`config.mk`:
```
export PLATFORM = sky130hd
export DESIGN_NAME = mux1_2x1_reg
export DESIGN_NICKNAME = d
export VERILOG_FILES = /design/src/rtl/mux1_2x1_reg.sv
export SDC_FILE = /design/constraint.sdc
export NUM_CORES = 1
export LEC_CHECK = 0
export ABC_AREA = 1
export BUFFER_PORTS_ARGS = -buffer_cell sky130_fd_sc_hd__buf_4
export CAP_MARGIN = 10
export CORE_MARGIN = 2
export CORE_UTILIZATION = 44
export DETAILED_ROUTE_END_ITERATION = 10
export GPL_TIMING_DRIVEN = 0
export PLACE_DENSITY = 0.75
export SLEW_MARGIN = 20
export SYNTH_ARGS = -nofsm -noshare
export SYNTH_HDL_FRONTEND = slang
export SYNTH_SLANG_ARGS = --single-unit
export TNS_END_PERCENT = 20
```
`constraint.sdc`:
```
create_clock -name clk -period 2.57 [get_ports clk]
set_input_delay 0.6425 -clock clk [delete_from_list [all_inputs] [get_ports clk]]
set_output_delay 0.6425 -clock clk [all_outputs]
set_load 0.05 [all_outputs]
```
`src/rtl/mux1_2x1_reg.sv`:
```
// WIDTH-bit 2:1 selector with a zero-latency output, an enabled registered copy,
// and a saturating counter of select transitions for debug visibility.
module mux1_2x1_reg #(
  parameter int WIDTH = 1,
  parameter int CNT_W = 8
) (
  input  logic             clk,
  input  logic             rst_n,
  input  logic [WIDTH-1:0] I0,
  input  logic [WIDTH-1:0] I1,
  input  logic             S,
  input  logic             en,
  output logic [WIDTH-1:0] Y,
  output logic [WIDTH-1:0] Y_R,
  output logic             S_R,
  output logic [CNT_W-1:0] sel_toggles
);

  logic [WIDTH-1:0] yR_q, yR_d;
  logic             sR_q, sR_d;
  logic             prevS_q, prevS_d;
  logic [CNT_W-1:0] cnt_q, cnt_d;
  logic             selChanged;

  assign Y = S ? I1 : I0;

  // Previous-S tracks every edge so toggles are counted even while en is low.
  always_comb begin
    yR_d       = yR_q;
    sR_d       = sR_q;
    prevS_d    = S;
    cnt_d      = cnt_q;
    selChanged = (S != prevS_q);
    if (en) begin
      yR_d = Y;
      sR_d = S;
    end
    if (selChanged && (cnt_q != {CNT_W{1'b1}})) begin
      cnt_d = cnt_q + CNT_W'(1);
    end
  end

  always_ff @(posedge clk or negedge rst_n) begin
    if (!rst_n) begin
      yR_q    <= '0;
      sR_q    <= 1'b0;
      prevS_q <= 1'b0;
      cnt_q   <= '0;
    end else begin
      yR_q    <= yR_d;
      sR_q    <= sR_d;
      prevS_q <= prevS_d;
      cnt_q   <= cnt_d;
    end
  end

  assign Y_R         = yR_q;
  assign S_R         = sR_q;
  assign sel_toggles = cnt_q;

endmodule

```
After elaboration in Yosys (flattened, before gate mapping)
Index checks and enable logic that the tools add are counted.
Widths: inputs -> output; s select.
- logic and storage cells: 9
- output and inout port bits: 11
- input port bits: 6
- register bits: 11
- reduce and logical (&&, ||, !) cells: 1
- multiplexer cells: 1
- add/subtract/negate cells: 1
- eq/ne operators: 2
- operator list (operator ; count):
    $add 8x1->8 const B ; 1
    $ne 8x8->1 const B ; 1
    $logic_and 1x1->1 ; 1
    $mux 1 ; 1
    $ne 1x1->1 ; 1

Logic depth before layout (Yosys ltp)
- depth in word-level cells: 2
- gate-level depth with buffers: 8
- mapped depth without buffers: 8

Worst setup path after synthesis
OpenSTA, ideal clock, no wires.
- path type: input to output
- start: input I0
- end: output Y
- required time: 1.928 ns
- slack: 0.143 ns
- stages: 2
- arrival time: 1.784 ns
- buffers on the path: 0
- cell sequence: inv_1 > o21ai_0
- cells in the longest elaborated chain, start to end: 1
- ends and longest elaborated chain (what ; RTL line ; source):
    start, declared ; 9 ; input logic [WIDTH-1:0] I0,
    $mux 1 ; 25 ; assign Y = S ? I1 : I0;
    end, declared ; 13 ; output logic [WIDTH-1:0] Y,
No other way between the ends.

Worst setup path in the final report
- start: input S
- end: output Y
- cells in the longest elaborated chain, start to end: 1
- ends and longest elaborated chain (what ; RTL line ; source):
    start, declared ; 11 ; input logic S,
    $mux 1 ; 25 ;
No other way between the ends.

==> impl_metrics.tcl <==
set metrics [dict create \
    initialDrtViolationCount 11 \
    timing_worst_slew_pin_value_ns 0.252 \
    floorplan.rows 13 \
    post_cts.resized_instances 0 \
    final_design_area_no_fill_um2 752 \
    syn_to_final_growth_pct 28.1 \
    die-height_um 40.5 \
    timing.critical_path.to_type "output port" \
    synth_edf_count 0 \
    cts.hold.buffers_added 0 \
    drcViolationCount 0 \
    finalSetupViolations 0 \
    clkLatencyLatePin_ns 0.26 \
    tritoncts.num_buffers 3 \
    pre_cts_ws_ns 0.672 \
    final_net_count 100 \
    cts_max_path_buffers 2 \
    cts_tree "built" \
    irDropWorstVdd_v 0.000610 \
    n_antenna_cell 0 \
    final_standard_cell_count_with_taps_included_and_fillers_excluded 107 \
    leakagePower_nw 0.387 \
    placedCellCount 103 \
    timing.final.crit_period_ns 1.90 \
    clkSlewWorstSetupHoldPaths_ns 0.07 \
    num_io_pins 17 \
    initial_utilization_pct 46.3 \
    postRouteAntennaNets 0 \
    detail_route.wirelength_mm 1.15 \
    htree_num_levels 1 \
    synth-main-ff-cell "dfrtp_1" \
    syn_inst 72 \
    placement.cell_area_um2 726 \
    fp.dieW_um 40.5 \
    timing.critical_path.required_ns 1.93 \
    cp_data_arrival_time_ns 1.26 \
    place.detailed.hpwl_um 898 \
    num_vias 520 \
    syn-mean-instance-area_um2 8.15 \
    synth_nets 79 \
    finalHoldViolCount 0 \
    core_um2 1270 \
    grt_antenna_before_repair 0 \
    max-cap-violations 0 \
    synth.cells.most_frequent "31 x nand2_1, 11 x dfrtp_1, 6 x inv_1, 6 x nor2_1, 3 x nand3_1" \
    fmax_ghz 0.526 \
    die_area_um2 1640 \
    n_fill_cell 121 \
    setup_repair_after_global_routing_missed_its_margin "false" \
    synth_area_leaders "dfrtp_1 47%, nand2_1 20%, inv_1 3.8%, mux2_2 3.8%, nor2_1 3.8%" \
    cts_root_buffer "clkbuf_4" \
    layout.core_utilization_pct 59.3 \
    drt-vias-per-instance 4.86 \
    buffer_ports.inserted 16 \
    yosys.cell_count.top_type "nand2_1" \
    cellPowerDensity_nw_per_um2 951 \
    area_fraction_of_the_dominant_cell_type_after_synthesis_pct 46.9 \
    globalplace.congestion 0.734 \
    post_cts_setup_buffers 0 \
    grt_remaining_overflow 0 \
    yosys.cell_types.count 16 \
    status "finished clean" \
    detailed_routing_iterations_pass_1 4 \
    timing.final.ws_setup_ns 0.669 \
    grtUsageTotal_pct 18.2 \
    finalMaxSlewViolations 0 \
    grt_pass1_vias 502 \
    critical_path_peak_fanout 6 \
    postSynth.asyncResetShare_pct 100 \
    synth_top_cell_by_area "dfrtp_1" \
    grt_max_degree 12 \
    setup_total_negative_slack_ns 0 \
    cts.sinks 11 \
    clock_skew_ns 0.00137 \
    syn-cell-area_um2 587 \
    route.detailed.wl_per_inst_um 10.8 \
    post-route-period-util_pct 74.0 \
    yosysWarnings 0 \
    post_route_cells_drive_above_1_share_pct 26.1 \
    synth_seq_cells 11 \
    start_kind "input port" \
    grt_first_pass_wirelength_mm 2.00 \
    slew_headroom_pct 83.2 \
    synth-seq-area-share_pct 46.9 \
    hold_path.class "input port to async pin" \
    timing.setup.critical_path_class "input port to output port" \
]
[final cells by class]
cell class / count / area [um^2] / area share, %
clock buffer: 4 / 26.3 / 3.49
multi-input combinational: 54 / 280 / 37.3
timing repair buffer: 16 / 120 / 16.0
inverter: 7 / 31.3 / 4.16
sequential: 11 / 275 / 36.6
tap: 15 / 18.8 / 2.50
[registers in the layout, indices dropped and copies added, names as in the netlist]
name and cells:
prevS_q 1, S_R 1, Y_R 1, sel_toggles 8
[report_power, final]
group	switching [mW]	internal (mW)	leakage, nW
combinational	0.226	0.106	0.231
sequential	0.0519	0.212	0.141
clock	0.0592	0.0599	0.0150
[cell families after synthesis]
group	Yosys count	synth area share (%)
AO/OA/AOI/OAI	3	2.56
XOR/XNOR	5	8.74
adder cells (fa/ha/maj)	1	2.13
buffers and inverters	7	5.33
flip-flops	11	46.9
multiplexers	2	3.84
AND/OR/NAND/NOR	43	30.5
[critical path, stage by stage]
cell	delay, ns
buf_4	0.14
o21ai_0	0.23
buf_4	0.24
[metrics by stage]
stage | hold slack, ns | total power [mW]
after floorplan | 0.347 | 0.496
after global placement | 0.485 | 0.589
after detailed placement | 0.487 | 0.599
after CTS | 0.197 | 0.723
after global routing | 0.195 | 0.763
final | 0.198 | 0.715
[worst paths after layout]
check                               start             end  slack (ns)  depth (start not counted)
max                                     S               Y        0.67                          3
min                                 rst_n  sel_toggles[0]        0.20                          1
max reg2reg                sel_toggles[0]  sel_toggles[1]        1.13                          8
min reg2reg                           S_R             S_R        0.52                          1
max in group asynchronous           rst_n  sel_toggles[5]        2.23                          1
min in group clk                      S_R             S_R        0.52                          1
[cells in the final DEF, fill, tap and decap left out]
cell type   n
nand3b_1    1
nand4_1     1
nand2_1    31
dfrtp_1    11
clkbuf_1    1
buf_4      16
xnor2_1     2
xor2_1      2
clkinv_4    1
o21ai_0     2
inv_1       6
xor2_2      1
mux2_2      2
nand2_4     1
o21ai_1     1
nor2_1      6
nand3_1     3
clkbuf_4    3
ha_1        1
[metal layers]
metal / GRT usage [%] / vias up / wire length (um)
li1: - / 262 / -
met1: 23.6 / 241 / 516
met2: 29.0 / 13 / 573
met3: 3.33 / 4 / 44
met4: 8.33 / 0 / 19
met5: 0 / - / 0
Note: power is estimated with default switching activity, not from simulation.
